### config.mk
export PLATFORM = sky130hd
export DESIGN_NAME = alu_arbiter_flat
export DESIGN_NICKNAME = d
export VERILOG_FILES = /design/src/rtl/alu_arbiter_pkg.sv /design/src/rtl/alu_arbiter_if.sv /design/src/rtl/alu_arbiter_rr_arb2.sv /design/src/rtl/alu_arbiter.sv /design/src/flat_wrapper.sv
export SDC_FILE = /design/constraint.sdc
export NUM_CORES = 1
export LEC_CHECK = 0
export ABC_AREA = 1
export CAP_MARGIN = 25
export CORE_UTILIZATION = 52
export CTS_BUF_LIST = sky130_fd_sc_hd__clkbuf_8
export DETAILED_ROUTE_END_ITERATION = 10
export GPL_ROUTABILITY_DRIVEN = 0
export GPL_TIMING_DRIVEN = 0
export PLACE_DENSITY = 0.87
export RECOVER_POWER = 50
export SLEW_MARGIN = 20
export SYNTH_ARGS = -nofsm -noshare
export SYNTH_HDL_FRONTEND = slang
export SYNTH_SLANG_ARGS = --single-unit
### constraint.sdc
create_clock -name clk -period 3 [get_ports clk]
set_input_delay 0.45 -clock clk [delete_from_list [all_inputs] [get_ports clk]]
set_output_delay 0.45 -clock clk [all_outputs]
set_load 0.05 [all_outputs]
### src/rtl/alu_arbiter_pkg.sv
// Shared types and constants for the ALU sequencing arbiter.
package alu_pkg;

    localparam int W_DEF = 8;

    localparam logic [1:0] OP_ADD = 2'd0;
    localparam logic [1:0] OP_SUB = 2'd1;
    localparam logic [1:0] OP_MUL = 2'd2;
    localparam logic [1:0] OP_DIV = 2'd3;

    typedef enum logic [2:0] {
        ST_IDLE   = 3'd0,
        ST_LOAD_X = 3'd1,
        ST_LOAD_Y = 3'd2,
        ST_WAIT   = 3'd3,
        ST_CAP_HI = 3'd4,
        ST_CAP_LO = 3'd5,
        ST_RESP   = 3'd6
    } state_t;

endpackage

### src/rtl/alu_arbiter_if.sv
// Requester-side bus. A request transfers on the cycle req_valid[i] && req_ready[i];
// req_valid must stay high until then. A response transfers when rsp_valid[i] && rsp_ready[i].
interface alu_arbiter_if import alu_pkg::*; #(
    parameter int W = W_DEF
);
    logic [1:0]     req_valid;
    logic [1:0]     req_ready;
    logic [3:0]     req_op;
    logic [2*W-1:0] req_x;
    logic [2*W-1:0] req_y;
    logic [1:0]     rsp_valid;
    logic [1:0]     rsp_ready;
    logic [2*W-1:0] rsp_data;
    logic           rsp_err;

    modport master (
        output req_valid, req_op, req_x, req_y, rsp_ready,
        input  req_ready, rsp_valid, rsp_data, rsp_err
    );

    modport slave (
        input  req_valid, req_op, req_x, req_y, rsp_ready,
        output req_ready, rsp_valid, rsp_data, rsp_err
    );

endinterface

### src/rtl/alu_arbiter_rr_arb2.sv
// Two-way round-robin grant; the pointer moves to the loser when a grant is accepted.
module rr_arb2 (
    input  logic       clk,
    input  logic       rst,
    input  logic [1:0] req,
    input  logic       accept,
    output logic [1:0] grant,
    output logic       gidx
);
    logic ptr;

    always_comb begin
        gidx  = ptr;
        grant = 2'b00;
        if (!req[ptr]) begin
            gidx = ~ptr;
        end
        if (req[gidx]) begin
            grant[gidx] = 1'b1;
        end
    end

    always_ff @(posedge clk or negedge rst) begin
        if (!rst) begin
            ptr <= 1'b0;
        end else if (accept) begin
            ptr <= ~gidx;
        end
    end

endmodule

### src/rtl/alu_arbiter.sv
// Sequencer in front of the 8-bit sequential ALU: arbitrates two requesters,
// drives the X/Y load protocol, captures {hi,lo} and returns the result.
module alu_arbiter import alu_pkg::*; #(
    parameter int W       = W_DEF,
    parameter int TIMEOUT = 64
) (
    input  logic         clk,
    input  logic         rst,
    alu_arbiter_if.slave bus,
    output logic [W-1:0] alu_in,
    output logic [1:0]   alu_op,
    output logic         alu_valid,
    input  logic [W-1:0] alu_o,
    input  logic         alu_ready,
    output logic         busy,
    output state_t       dbg_state
);
    localparam int CW = $clog2(TIMEOUT);

    state_t         state, nxt;
    logic [1:0]     op_q;
    logic [W-1:0]   x_q, y_q, hi_q, lo_q;
    logic [2*W-1:0] result_q;
    logic           err_q;
    logic           gidx_q;
    logic [CW-1:0]  cnt;
    logic [1:0]     grant;
    logic           gidx;
    logic           accept;
    logic           timed_out;
    logic [1:0]     req_ready_c;
    logic [1:0]     rsp_valid_c;

    assign accept    = (state == ST_IDLE) && (|bus.req_valid);
    assign timed_out = (cnt == CW'(TIMEOUT - 1));

    rr_arb2 u_arb (
        .clk    (clk),
        .rst    (rst),
        .req    (bus.req_valid),
        .accept (accept),
        .grant  (grant),
        .gidx   (gidx)
    );

    always_ff @(posedge clk or negedge rst) begin
        if (!rst) begin
            state    <= ST_IDLE;
            op_q     <= '0;
            x_q      <= '0;
            y_q      <= '0;
            hi_q     <= '0;
            lo_q     <= '0;
            result_q <= '0;
            err_q    <= 1'b0;
            gidx_q   <= 1'b0;
            cnt      <= '0;
        end else begin
            state <= nxt;
            case (state)
                ST_IDLE: begin
                    if (accept) begin
                        op_q   <= gidx ? bus.req_op[3:2] : bus.req_op[1:0];
                        x_q    <= gidx ? bus.req_x[2*W-1:W] : bus.req_x[W-1:0];
                        y_q    <= gidx ? bus.req_y[2*W-1:W] : bus.req_y[W-1:0];
                        gidx_q <= gidx;
                    end
                end
                ST_LOAD_Y: cnt <= '0;
                ST_WAIT: begin
                    // A late alu_ready on the final cycle still wins over the abort.
                    if (alu_ready) begin
                        hi_q <= alu_o;
                    end else if (timed_out) begin
                        result_q <= '0;
                        err_q    <= 1'b1;
                    end else begin
                        cnt <= cnt + 1'b1;
                    end
                end
                ST_CAP_HI: lo_q <= alu_o;
                ST_CAP_LO: begin
                    result_q <= {hi_q, lo_q};
                    err_q    <= 1'b0;
                end
                default: ;
            endcase
        end
    end

    always_comb begin
        nxt         = state;
        alu_valid   = 1'b0;
        alu_in      = '0;
        alu_op      = '0;
        busy        = 1'b1;
        req_ready_c = 2'b00;
        rsp_valid_c = 2'b00;
        case (state)
            ST_IDLE: begin
                busy = 1'b0;
                // Gated by rst so no accept pulse is visible while held in reset.
                req_ready_c = grant & {2{rst}};
                if (accept) nxt = ST_LOAD_X;
            end
            ST_LOAD_X: begin
                alu_valid = 1'b1;
                alu_in    = x_q;
                alu_op    = op_q;
                nxt       = ST_LOAD_Y;
            end
            ST_LOAD_Y: begin
                alu_in = y_q;
                alu_op = op_q;
                nxt    = ST_WAIT;
            end
            ST_WAIT: begin
                alu_op = op_q;
                if (alu_ready)      nxt = ST_CAP_HI;
                else if (timed_out) nxt = ST_RESP;
            end
            ST_CAP_HI: nxt = ST_CAP_LO;
            ST_CAP_LO: nxt = ST_RESP;
            ST_RESP: begin
                rsp_valid_c = gidx_q ? 2'b10 : 2'b01;
                if (bus.rsp_ready[gidx_q]) nxt = ST_IDLE;
            end
            default: nxt = ST_IDLE;
        endcase
    end

    assign bus.req_ready = req_ready_c;
    assign bus.rsp_valid = rsp_valid_c;
    assign bus.rsp_data  = result_q;
    assign bus.rsp_err   = err_q;
    assign dbg_state     = state;

endmodule

### src/flat_wrapper.sv
// flat-port wrapper written by rule: the top's interface ports become plain ports
module alu_arbiter_flat import alu_pkg::*;
#(
    parameter int W       = W_DEF,
    parameter int TIMEOUT = 64
)
  (clk, rst, alu_in, alu_op, alu_valid, alu_o, alu_ready, busy, dbg_state, bus_req_valid, bus_req_op, bus_req_x, bus_req_y, bus_rsp_ready, bus_req_ready, bus_rsp_valid, bus_rsp_data, bus_rsp_err);
  alu_arbiter_if #(.W(W)) bus_i ();
  input  logic clk;
  input  logic rst;
  output logic [W-1:0] alu_in;
  output logic [1:0] alu_op;
  output logic alu_valid;
  input  logic [W-1:0] alu_o;
  input  logic alu_ready;
  output logic busy;
  output state_t dbg_state;
  input wire logic [$bits(bus_i.req_valid)-1:0] bus_req_valid;
  input wire logic [$bits(bus_i.req_op)-1:0] bus_req_op;
  input wire logic [$bits(bus_i.req_x)-1:0] bus_req_x;
  input wire logic [$bits(bus_i.req_y)-1:0] bus_req_y;
  input wire logic [$bits(bus_i.rsp_ready)-1:0] bus_rsp_ready;
  output wire logic [$bits(bus_i.req_ready)-1:0] bus_req_ready;
  output wire logic [$bits(bus_i.rsp_valid)-1:0] bus_rsp_valid;
  output wire logic [$bits(bus_i.rsp_data)-1:0] bus_rsp_data;
  output wire logic [$bits(bus_i.rsp_err)-1:0] bus_rsp_err;
  assign bus_i.req_valid = bus_req_valid;
  assign bus_i.req_op = bus_req_op;
  assign bus_i.req_x = bus_req_x;
  assign bus_i.req_y = bus_req_y;
  assign bus_i.rsp_ready = bus_rsp_ready;
  assign bus_req_ready = bus_i.req_ready;
  assign bus_rsp_valid = bus_i.rsp_valid;
  assign bus_rsp_data = bus_i.rsp_data;
  assign bus_rsp_err = bus_i.rsp_err;
  alu_arbiter #(.W(W), .TIMEOUT(TIMEOUT)) u_core (.clk(clk), .rst(rst), .bus(bus_i), .alu_in(alu_in), .alu_op(alu_op), .alu_valid(alu_valid), .alu_o(alu_o), .alu_ready(alu_ready), .busy(busy), .dbg_state(dbg_state));
endmodule
==> flow_metrics.env <==
export IMPL_proportion_of_power_drawn_by_the_clock_network=0.181
export IMPL_synth_area_sq_um=2870
export IMPL_clk_insertion_delay_late_ns=0.34
export IMPL_vias=2710
export IMPL_powerDensity_nw_per_um2=1090
export IMPL_placementRows=26
export IMPL_timing_critical_path_max_delay_family="buffers and inverters"
export IMPL_cts_hold_buffers_added=0
export IMPL_grt_pass1_wl_mm=11.8
export IMPL_antenna_diode_count=0
export IMPL_timing_rr_start="u_core.dbg_state[2]$_DFFE_PN0P_"
export IMPL_nNetsFinal=495
export IMPL_p_leak_nw=1.95
export IMPL_yosysWarningCount=0
export IMPL_timing_hold_ws_ns=0.00591
export IMPL_timing_final_hold_violations=0
export IMPL_tritoncts="done"
export IMPL_wl_mm=7.05
export IMPL_final_antenna_net_count=0
export IMPL_combPwrFrac=0.501
export IMPL_achievable_frequency_mhz=347
export IMPL_synth_top_cells_by_area="dfrtp_1, nand2_1, nand3_1"
export IMPL_crit_reg2reg_capture="u_core.bus.rsp_data[13]$_DFFE_PN0P_"
export IMPL_clock_path_buffers=2
export IMPL_setup_repair_after_global_routing_missed_its_margin="false"
export IMPL_p_seq_frac=0.318
export IMPL_sequential_cell_area_sq_um=1550
export IMPL_status="complete, but fails checks"
export IMPL_grt_antenna_before_repair=0
export IMPL_areaGrowthSynthToFinish_pct=39.8
export IMPL_detail_route_vias_per_cell=5.23
export IMPL_crit_required_ns=2.55
export IMPL_grt_max_degree=39
export IMPL_clock_sink_count=62
export IMPL_multi_input_comb_area_sq_um=1130
export IMPL_crit_arrival_ns=2.43
export IMPL_die_height_um=76.2
export IMPL_cell_int_power_w=0.00238
export IMPL_cp_cell_sequence="inv_2 > nand2_1 > nor2_2 > a32o_1 > clkdlybuf4s50_1"
export IMPL_grt_pass1_vias=2633
export IMPL_switching_share=0.457
export IMPL_finalMaxSlewViolations=39
export IMPL_post_drt_wl_per_cell_um=13.6
export IMPL_post_dp_cell_area_sq_um=3830
export IMPL_kind_of_critical_path="reg2out"
export IMPL_critical_path_n_buffers_inverters=2
export IMPL_p_switching_w=0.00200
export IMPL_sequential_share_of_the_synthesized_area=0.541
export IMPL_avgSynthCellArea_sq_um=8.31
export IMPL_yosys_mux_area_fraction=0
export IMPL_report_final_setup_viol=0
export IMPL_fin_crit_sh=0.960
export IMPL_starting_density_of_the_core=0.551
export IMPL_timing_critical_path_slowest_stage_cell="clkdlybuf4s50_1"
export IMPL_layout_filler_cells=375
export IMPL_cts_buffers=9
export IMPL_placement_io_buffers=86
export IMPL_root_buffer="clkbuf_8"
export IMPL_fp_dieArea_sq_um=5810
export IMPL_maximum_clock_skew_at_final_layout_ns=0.00853
export IMPL_core_area_sq_um=5200
export IMPL_die_x_um=76.2
export IMPL_worst_slew_pin_transition_ns=1.98
export IMPL_tot_gr_track_use=0.258
export IMPL_r2r_slack_ns=0.95
export IMPL_max_cap_violations=1
export IMPL_clkTransAtPathRegs_ns=0.07
export IMPL_post_route_cell_area_sq_um=4010
export IMPL_holdCritPathClass="in2async"
export IMPL_cts_repair_resize_count=2
export IMPL_yosys_area_share_simple=0.311
export IMPL_critical_path_max_stage_delay_ns=0.82
export IMPL_drt_initial_drc_count=223
export IMPL_post_route_cells_drive_above_1_share=0.0781
export IMPL_cts_setup_buffers=0
export IMPL_post_layout_total_power_w=0.00439
export IMPL_worst_r2r_cell_count=7
export IMPL_post_synth_top_area_fraction=0.541
export IMPL_endpoint_kind="output port"
export IMPL_detail_route_first_pass_iterations=5
export IMPL_yosys_top_cell_by_area="dfrtp_1"
export IMPL_critical_path_maximum_fanout=9
export IMPL_ios=87
export IMPL_vdd_drop_max_mv=0.600
export IMPL_detailed_place_hpwl_mm=5.02
export IMPL_yosys_register_bits=62
export IMPL_remaining_drc_errors=0
export IMPL_timing_slew_headroom=-0.319
export IMPL_synth_nets=397
export IMPL_syn_instance_count=345
export IMPL_layout_min_cycle_time_ns=2.88
export IMPL_compound_gate_fraction_of_synth_area=0.0773
export IMPL_grt_remaining_overflow=0
export IMPL_synthDistinctLibCells=26
export IMPL_synthAdderAreaFrac=0.00436
export IMPL_failed_checks="capacitance limit, slew limit"
export IMPL_cts_max_level=3
export IMPL_post_synth_xor_area_fraction=0.00917
export IMPL_startpoint_type="register"
export IMPL_synth_top_family_by_area="simple AND/OR/NAND/NOR gates"
==> cells in the final DEF (no fill, tap or decap), drive strengths merged <==
master         count
dfrtp             62
o21ai             21
a21oi              2
nand3             26
clkinv             4
clkdlybuf4s50     84
bufinv             2
nand2            162
nand4              1
clkinvlp           1
dlygate4sd2        1
ha                 1
clkbuf            14
a21boi             1
o211ai             1
xnor2              1
a32o               8
inv               24
nor3b              2
xor2               2
buf                7
nor2              21
==> state kept, by name (all words and copies together), names as in the netlist, 2 cells and up <==
signal,cells
u_core.y_q,8
u_core.hi_q,8
u_core.x_q,8
u_core.op_q,2
u_core.bus.rsp_data,16
u_core.lo_q,8
u_core.cnt,6
u_core.dbg_state,3
==> how the worst max path moves through the flow <==
stage | cells after the start | slack, ns | endpoint | from
finish | 5 | 0.12 | alu_in[0] | u_core.dbg_state[1]$_DFFE_PN0P_
global route | 5 | 0.04 | alu_in[0] | u_core.dbg_state[1]$_DFFE_PN0P_
CTS | 4 | 0.15 | alu_in[0] | u_core.dbg_state[0]$_DFFE_PN0P_
detailed placement | 8 | 0.11 | bus_req_ready[0] | bus_req_valid[1]
global placement | 4 | -1.53 | bus_req_ready[0] | rst
floorplan | 4 | 0.22 | alu_in[0] | u_core.dbg_state[1]$_DFFE_PN0P_
==> kinds of logic (layout without fill, tap and decap cells) <==
group                    after synthesis  count (layout)
XOR/XNOR                               3               3
adder cells (fa/ha/maj)                1               1
buffers and inverters                 34             137
AND/OR/NAND/NOR                      212             212
AO/OA/AOI/OAI                         33              33
flip-flops                            62              62
==> cells in the mapped netlist <==
library cell	instances
nand2_1	159
dfrtp_1	62
nand3_1	25
o21ai_0	20
inv_1	19
nor2_1	16
a32o_1	8
buf_6	4
inv_2	4
nor2_4	4
clkbuf_1	3
nand2_2	3
a21oi_2	2
buf_2	2
nor3b_1	2
xor2_1	2
a21boi_0	1
buf_4	1
clkinv_1	1
ha_1	1
nand3_4	1
nand4_1	1
nor2_2	1
o211ai_1	1
o21ai_2	1
xnor2_1	1
==> metal layers <==
| metal | wire [um] | GRT usage | up-vias |
|---|---|---|---|
| li1 | - | - | 1294 |
| met1 | 2780 | 0.304 | 1291 |
| met2 | 3590 | 0.433 | 112 |
| met3 | 544 | 0.0814 | 13 |
| met4 | 132 | 0.110 | 0 |
| met5 | 0 | 0 | - |
==> power by group through the flow <==
| stage | registers (W) | clock network [W] | logic, W |
|---|---|---|---|
| 2_1_floorplan | 0.00170 | 0 | 0.00118 |
| 3_3_place_gp | 0.00138 | 0 | 0.00215 |
| 3_5_place_dp | 0.00139 | 0 | 0.00221 |
| 4_1_cts | 0.00139 | 0.000798 | 0.00223 |
| 5_1_grt | 0.00143 | 0.000832 | 0.00236 |
| 6_report | 0.00139 | 0.000795 | 0.00220 |
==> metrics by stage <==
| stage | setup slack, ns | utilization | std cells | TNS (ns) |
|---|---|---|---|---|
| 3_5_place_dp | 0.115 | 0.736 | 502 | 0 |
| 5_1_grt | 0.0444 | 0.770 | 518 | 0 |
| 3_3_place_gp | -1.53 | 0.733 | 501 | -29.87 |
| 2_1_floorplan | 0.222 | - | 345 | 0 |
| 4_1_cts | 0.150 | 0.778 | 518 | 0 |
| 6_report | 0.120 | 0.770 | 518 | 0 |
==> final cells by class <==
class	count	share of cell area
inverter	24	0.0225
timing repair buffer	87	0.215
multi-input combinational	249	0.282
buffer	10	0.0181
clock buffer	9	0.0309
tap	70	0.0219
clock inverter	7	0.0225
sequential	62	0.387
Note: power is estimated with default switching activity, not from simulation.
